`src/rtl/led_pattern_engine.sv`:
```
// led_pattern_engine: prescaled LED pattern generator with button-selected mode and colour routing
module led_pattern_engine #(
    parameter int N_LEDS = 4,
    parameter int CNT_W  = 32,
    parameter int DIV0   = 2**23,
    parameter int DIV1   = 2**24,
    parameter int DIV2   = 2**25,
    parameter int DIV3   = 2**26
) (
    input  logic              clock,
    input  logic              i_ck_reset,
    input  logic              i_enable,
    input  logic [1:0]        i_rate_sel,
    input  logic              i_dir,
    input  logic              i_btn_mode,
    input  logic              i_btn_color,
    output logic [N_LEDS-1:0] o_led,
    output logic [N_LEDS-1:0] o_led_r,
    output logic [N_LEDS-1:0] o_led_g,
    output logic [N_LEDS-1:0] o_led_b,
    output logic [1:0]        o_mode,
    output logic              o_tick
);
    localparam int KW = $clog2(N_LEDS + 1);
    localparam int PW = $clog2(N_LEDS);
    localparam logic [N_LEDS-1:0] ONE  = N_LEDS'(1);
    localparam logic [CNT_W-1:0]  LIM0 = CNT_W'(DIV0 - 1);
    localparam logic [CNT_W-1:0]  LIM1 = CNT_W'(DIV1 - 1);
    localparam logic [CNT_W-1:0]  LIM2 = CNT_W'(DIV2 - 1);
    localparam logic [CNT_W-1:0]  LIM3 = CNT_W'(DIV3 - 1);

    typedef enum logic [1:0] {ROTATE, FLASH, PING, FILL} mode_t;

    mode_t             mode_q, mode_d;
    logic [2:0]        mode_sync, color_sync;
    logic [CNT_W-1:0]  cnt, cnt_d, lim;
    logic              tick, hit, mode_p, color_p;
    logic [1:0]        col, col_d;
    logic [N_LEDS-1:0] led_q, led_d, fill_up, fill_dn;
    logic [PW-1:0]     pos, pos_d, pos_inc;
    logic              up, up_d, up_inc, pp_top, pp_bot;
    logic [KW-1:0]     k, k_d, k_inc;

    assign lim = (i_rate_sel == 2'd0) ? LIM0 : (i_rate_sel == 2'd1) ? LIM1 :
                 (i_rate_sel == 2'd2) ? LIM2 : LIM3;
    // >= rather than == so shrinking the divider mid-count can never run past the limit
    assign hit     = i_enable && (cnt >= lim);
    assign mode_p  = mode_sync[1] & ~mode_sync[2];
    assign color_p = color_sync[1] & ~color_sync[2];

    assign pp_top  = up && (pos == PW'(N_LEDS - 1));
    assign pp_bot  = !up && (pos == '0);
    assign pos_inc = pp_top ? PW'(N_LEDS - 2) : pp_bot ? PW'(1) : up ? pos + PW'(1) : pos - PW'(1);
    assign up_inc  = pp_top ? 1'b0 : pp_bot ? 1'b1 : up;
    assign k_inc   = (k == KW'(N_LEDS)) ? '0 : k + KW'(1);

    // thermometer of the next fill level, both from the LSB and mirrored from the MSB
    always_comb begin
        fill_up = '0;
        fill_dn = '0;
        for (int i = 0; i < N_LEDS; i++) begin
            fill_up[i]            = KW'(i) < k_inc;
            fill_dn[N_LEDS-1-i]   = KW'(i) < k_inc;
        end
    end

    // next state: a mode pulse wins over a tick and reloads the new mode's start pattern
    always_comb begin
        mode_d = mode_q;
        led_d  = led_q;
        pos_d  = pos;
        up_d   = up;
        k_d    = k;
        cnt_d  = (mode_p || hit) ? '0 : i_enable ? cnt + CNT_W'(1) : cnt;
        col_d  = color_p ? col + 2'd1 : col;
        if (mode_p) begin
            mode_d = mode_t'(mode_q + 2'd1);
            led_d  = (mode_d == ROTATE || mode_d == PING) ? ONE : '0;
            pos_d  = '0;
            up_d   = 1'b1;
            k_d    = '0;
        end else if (hit) begin
            case (mode_q)
                ROTATE: led_d = i_dir ? {led_q[0], led_q[N_LEDS-1:1]} : {led_q[N_LEDS-2:0], led_q[N_LEDS-1]};
                FLASH:  led_d = ~led_q;
                PING: begin
                    pos_d = pos_inc;
                    up_d  = up_inc;
                    led_d = ONE << pos_inc;
                end
                default: begin
                    k_d   = k_inc;
                    led_d = i_dir ? fill_dn : fill_up;
                end
            endcase
        end
    end

    // state registers, button synchronisers/edge flops and registered tick
    always_ff @(posedge clock) begin
        if (i_ck_reset) begin
            mode_sync  <= '0;
            color_sync <= '0;
            cnt        <= '0;
            tick       <= 1'b0;
            mode_q     <= ROTATE;
            col        <= 2'd0;
            led_q      <= ONE;
            pos        <= '0;
            up         <= 1'b1;
            k          <= '0;
        end else begin
            mode_sync  <= {mode_sync[1:0], i_btn_mode};
            color_sync <= {color_sync[1:0], i_btn_color};
            cnt        <= cnt_d;
            tick       <= hit;
            mode_q     <= mode_d;
            col        <= col_d;
            led_q      <= led_d;
            pos        <= pos_d;
            up         <= up_d;
            k          <= k_d;
        end
    end

    assign o_led   = led_q;
    assign o_mode  = mode_q;
    assign o_tick  = tick;
    assign o_led_r = (col == 2'd0 || col == 2'd3) ? led_q : '0;
    assign o_led_g = (col == 2'd1 || col == 2'd3) ? led_q : '0;
    assign o_led_b = col[1] ? led_q : '0;
endmodule

```
`config.mk`:
```
export PLATFORM = sky130hd
export DESIGN_NAME = led_pattern_engine
export DESIGN_NICKNAME = d
export VERILOG_FILES = /design/src/rtl/led_pattern_engine.sv
export SDC_FILE = /design/constraint.sdc
export NUM_CORES = 1
export LEC_CHECK = 0
export ABC_AREA = 0
export CAP_MARGIN = 15
export CORE_ASPECT_RATIO = 0.9
export CORE_MARGIN = 1
export CORE_UTILIZATION = 57
export CTS_CLUSTER_DIAMETER = 60
export DETAILED_ROUTE_END_ITERATION = 7
export HOLD_SLACK_MARGIN = 0.03
export PLACE_DENSITY = 0.8
export REMOVE_ABC_BUFFERS = 1
export SLEW_MARGIN = 10
export SYNTH_ARGS = -nofsm -noshare
export SYNTH_HDL_FRONTEND = slang
export SYNTH_SLANG_ARGS = --single-unit
```
`constraint.sdc`:
```
create_clock -name clock -period 2.55 [get_ports clock]
set_input_delay 0.3825 -clock clock [delete_from_list [all_inputs] [get_ports clock]]
set_output_delay 0.3825 -clock clock [all_outputs]
set_load 0.005 [all_outputs]
```
==> impl_metrics.env <==
export IMPL_outcome="finished, final reports clean"
export IMPL_synth_top_cell_by_area="dfxtp_1"
export IMPL_power_total_w=0.00146
export IMPL_die_height_um=68.7
export IMPL_synthesis_area_per_instance_um2=8.77
export IMPL_cts_hold_buffers_added=0
export IMPL_gp_routability_congestion=0.767
export IMPL_worst_slew_margin_rel_pct=66.3
export IMPL_syn_to_final_growth_pct=14.9
export IMPL_ant_nets=0
export IMPL_setup_tns_ns=0
export IMPL_finalSetupViolCount=0
export IMPL_cts_htree_levels=2
export IMPL_critical_path_top_delay_family="buffers and inverters"
export IMPL_largest_family_of_logic_cells_by_synthesized_area="simple AND/OR/NAND/NOR gates"
export IMPL_placed_cell_area_mm2=0.00314
export IMPL_netlist_instances=321
export IMPL_max_slew_worst_pin_slew_ns=0.493
export IMPL_grt_pass1_vias=2078
export IMPL_tritoncts_num_buffers=5
export IMPL_yosys_area_share_xor_xnor_pct=8.09
export IMPL_placeableCoreArea_mm2=0.00460
export IMPL_total_leakage_power_nw=1.22
export IMPL_maxClockFrequency_mhz=452
export IMPL_antenna_found_initial=0
export IMPL_place_detailed_hpwl_mm=4.13
export IMPL_crit_cells=4
export IMPL_skew_ns=0.00921
export IMPL_ios=27
export IMPL_cts_sinks=53
export IMPL_grt_remaining_overflow=0
export IMPL_cts_resized=0
export IMPL_maxCapViolCount=0
export IMPL_std_cell_rows=23
export IMPL_cp_data_required_time_ns=2.17
export IMPL_cts_buffer_depth=2
export IMPL_whs_path_depth=1
export IMPL_synth_ff_type="dfxtp_1"
export IMPL_final_min_period_over_clock_period_pct=86.8
export IMPL_timing_worst_setup_path_type="reg2out"
export IMPL_holdWs_ns=0.451
export IMPL_port_buffers=26
export IMPL_synth_compound_area_share_pct=10.2
export IMPL_clk_pin_slew_worst_paths_ns=0.09
export IMPL_grt_util_all_layers_pct=23.4
export IMPL_max_stage_delay_ns=0.51
export IMPL_cts_root_buffer="clkbuf_8"
export IMPL_floorplan_initialDensity_pct=61.1
export IMPL_portion_of_synthesized_cell_area_occupied_by_the_leading_cell_type_pct=37.7
export IMPL_startpoint_type_of_the_worst_setup_path="flop"
export IMPL_dieArea_mm2=0.00522
export IMPL_yosysWarningCount=0
export IMPL_num_fill_cells=383
export IMPL_route_detailed_wl_per_inst_um=13.8
export IMPL_share_of_synthesized_cell_area_in_full_adder_half_adder_and_majority_cells_pct=6.49
export IMPL_critPathMaxFanout=6
export IMPL_critical_path_cell_chain="inv_1, ha_1, and2_1, clkdlybuf4s50_1"
export IMPL_reg2regPathDepth=6
export IMPL_design_area_mm2=0.00323
export IMPL_cp_buffers_inverters=2
export IMPL_synth_enable_flop_cells=0
export IMPL_final_min_clock_period_ns=2.21
export IMPL_timing_critical_path_slowest_stage_cell="clkdlybuf4s50_1"
export IMPL_rsz0062_at_grt="false"
export IMPL_cts_repair_timing_setup_buffer_count=0
export IMPL_cts_tree="done"
export IMPL_nNetsFinal=370
export IMPL_timing_hold_worst_class="reg2reg"
export IMPL_antenna_cells=0
export IMPL_dr_pass1_iters=4
export IMPL_synth_cell_type_count=53
export IMPL_power_density_over_the_cells_mw_per_mm2=452
export IMPL_ys_ff_latch=53
export IMPL_num_vias=2267
export IMPL_synth_yosys_seq_area_share_pct=37.7
export IMPL_area_of_the_mapped_netlist_mm2=0.00281
export IMPL_place_detailed_instances=403
export IMPL_worst_setup_path_end_kind="output pin"
export IMPL_die_wd_um=76.1
export IMPL_stdcell_count=410
export IMPL_ir_drop_mv=0.399
export IMPL_slew_violations=0
export IMPL_critPathArrivalTime_ns=1.83
export IMPL_largest_net_degree_at_the_start_of_global_routing=33
export IMPL_detail_route_iter0_violations=150
export IMPL_synthArstFlopShare_pct=0
export IMPL_post_synth_main_area_contributors="dfxtp_1 38%, nor2_1 6.0%, ha_1 5.8%, xor2_1 5.3%, nor2b_1 3.6%"
export IMPL_share_of_cells_above_drive_strength_1_pct=8.33
export IMPL_synth_simple_gate_area_share_pct=30.1
export IMPL_drc=0
export IMPL_drt_total_wl_mm=5.66
export IMPL_post_synthesis_mux_area_share_pct=3.73
export IMPL_hold_viol=0
export IMPL_drt_vias_per_instance=5.53
export IMPL_grt_first_pass_wirelength_mm=9.58
export IMPL_clock_latency_ns=0.31
cell families (layout without fill, tap and decap cells):
family,Yosys count,count (layout)
AOI/OAI and AO/OA,43,43
xor gates and xnor gates,26,26
adders and majority gates,14,14
buffers and inverters,22,49
DFF,53,53
muxes,10,10
and+or+nand+nor,153,153
metrics by stage:
step                util [%]  setup slack, ns
floorplan                  -            0.250
global placement        68.3            0.225
detailed placement      68.3            0.151
CTS                     70.2            0.327
global route            70.2            0.216
finish                  70.2            0.337
flip-flops by register name, summed over array words and instances, names as in the netlist, 2 cells and up:
name / count
cnt: 32
o_led: 4
color_sync: 3
k: 3
mode_sync: 3
col: 2
o_mode: 2
pos: 2
cells in the mapped netlist, types with 2 or more instances:
cell,count
and3_1,7
xor2_1,17
o21ai_0,8
and2_1,12
mux2_2,4
o2111ai_1,2
nand4_1,10
nor4_1,3
clkbuf_1,3
a2111oi_0,2
a21boi_0,2
dfxtp_1,53
nand3_1,13
buf_2,7
nand3_2,3
ha_1,13
xnor2_1,9
mux2i_1,6
a41oi_1,2
and4_1,4
o21ai_1,2
nor2_1,45
nor3b_1,2
inv_1,10
a31oi_1,3
nand2b_1,3
nand2_1,23
o31ai_1,3
nor2b_1,16
a21oi_1,11
metal layers:
layer	GRT usage (%)	routed length [um]	vias up	share of wire [%]
met1	32.2	2890	1058	51
met3	4.47	206	7	3.6
met5	0	0	-	0
met4	8.65	74	0	1.3
met2	37.2	2490	39	44
li1	-	-	1163	-
cell usage in the layout, fill, tap and decap left out, types with 3 or more instances in the layout:
cell / n
xnor2_1: 9
o31ai_1: 3
buf_4: 5
nand2_1: 23
clkbuf_8: 6
ha_1: 13
o21ai_0: 8
nor2b_1: 16
and2_1: 12
nand2b_1: 3
nand3_1: 13
inv_1: 10
nor2_1: 45
nand3_2: 3
clkdlybuf4s50_1: 26
and4_1: 4
dfxtp_1: 53
nor4_1: 3
mux2_2: 4
nand4_1: 10
a31oi_1: 3
mux2i_1: 6
and3_1: 7
a21oi_1: 11
xor2_1: 17
final cells by class:
cell class | instances | area (um^2) | area share, %
tap | 62 | 77.6 | 2.40
timing repair buffer | 32 | 318 | 9.83
sequential | 53 | 1060 | 32.8
clock buffer | 6 | 82.6 | 2.55
multi-input combinational | 246 | 1650 | 51.0
clock inverter | 1 | 7.51 | 0.232
inverter | 10 | 37.5 | 1.16
where the power goes:
group | switching [W] | internal (W)
Sequential | 0.0000123 | 0.000839
Clock | 0.000272 | 0.000215
Combinational | 0.0000592 | 0.0000641
Total | 0.000343 | 0.00112
path summary, 6_finish.rpt:
path                             endpoint  slack [ns]                    start
setup / recovery               o_led_r[2]        0.34      col[1]$_SDFFE_PP0P_
hold / removal    mode_sync[1]$_SDFF_PP0_        0.45  mode_sync[0]$_SDFF_PP0_
hold reg to reg   mode_sync[1]$_SDFF_PP0_        0.45  mode_sync[0]$_SDFF_PP0_
setup reg to reg    o_led[3]$_SDFFE_PP0P_        0.42      pos[0]$_SDFFE_PP0P_
No activity file was read; power rests on OpenSTA's default activity.
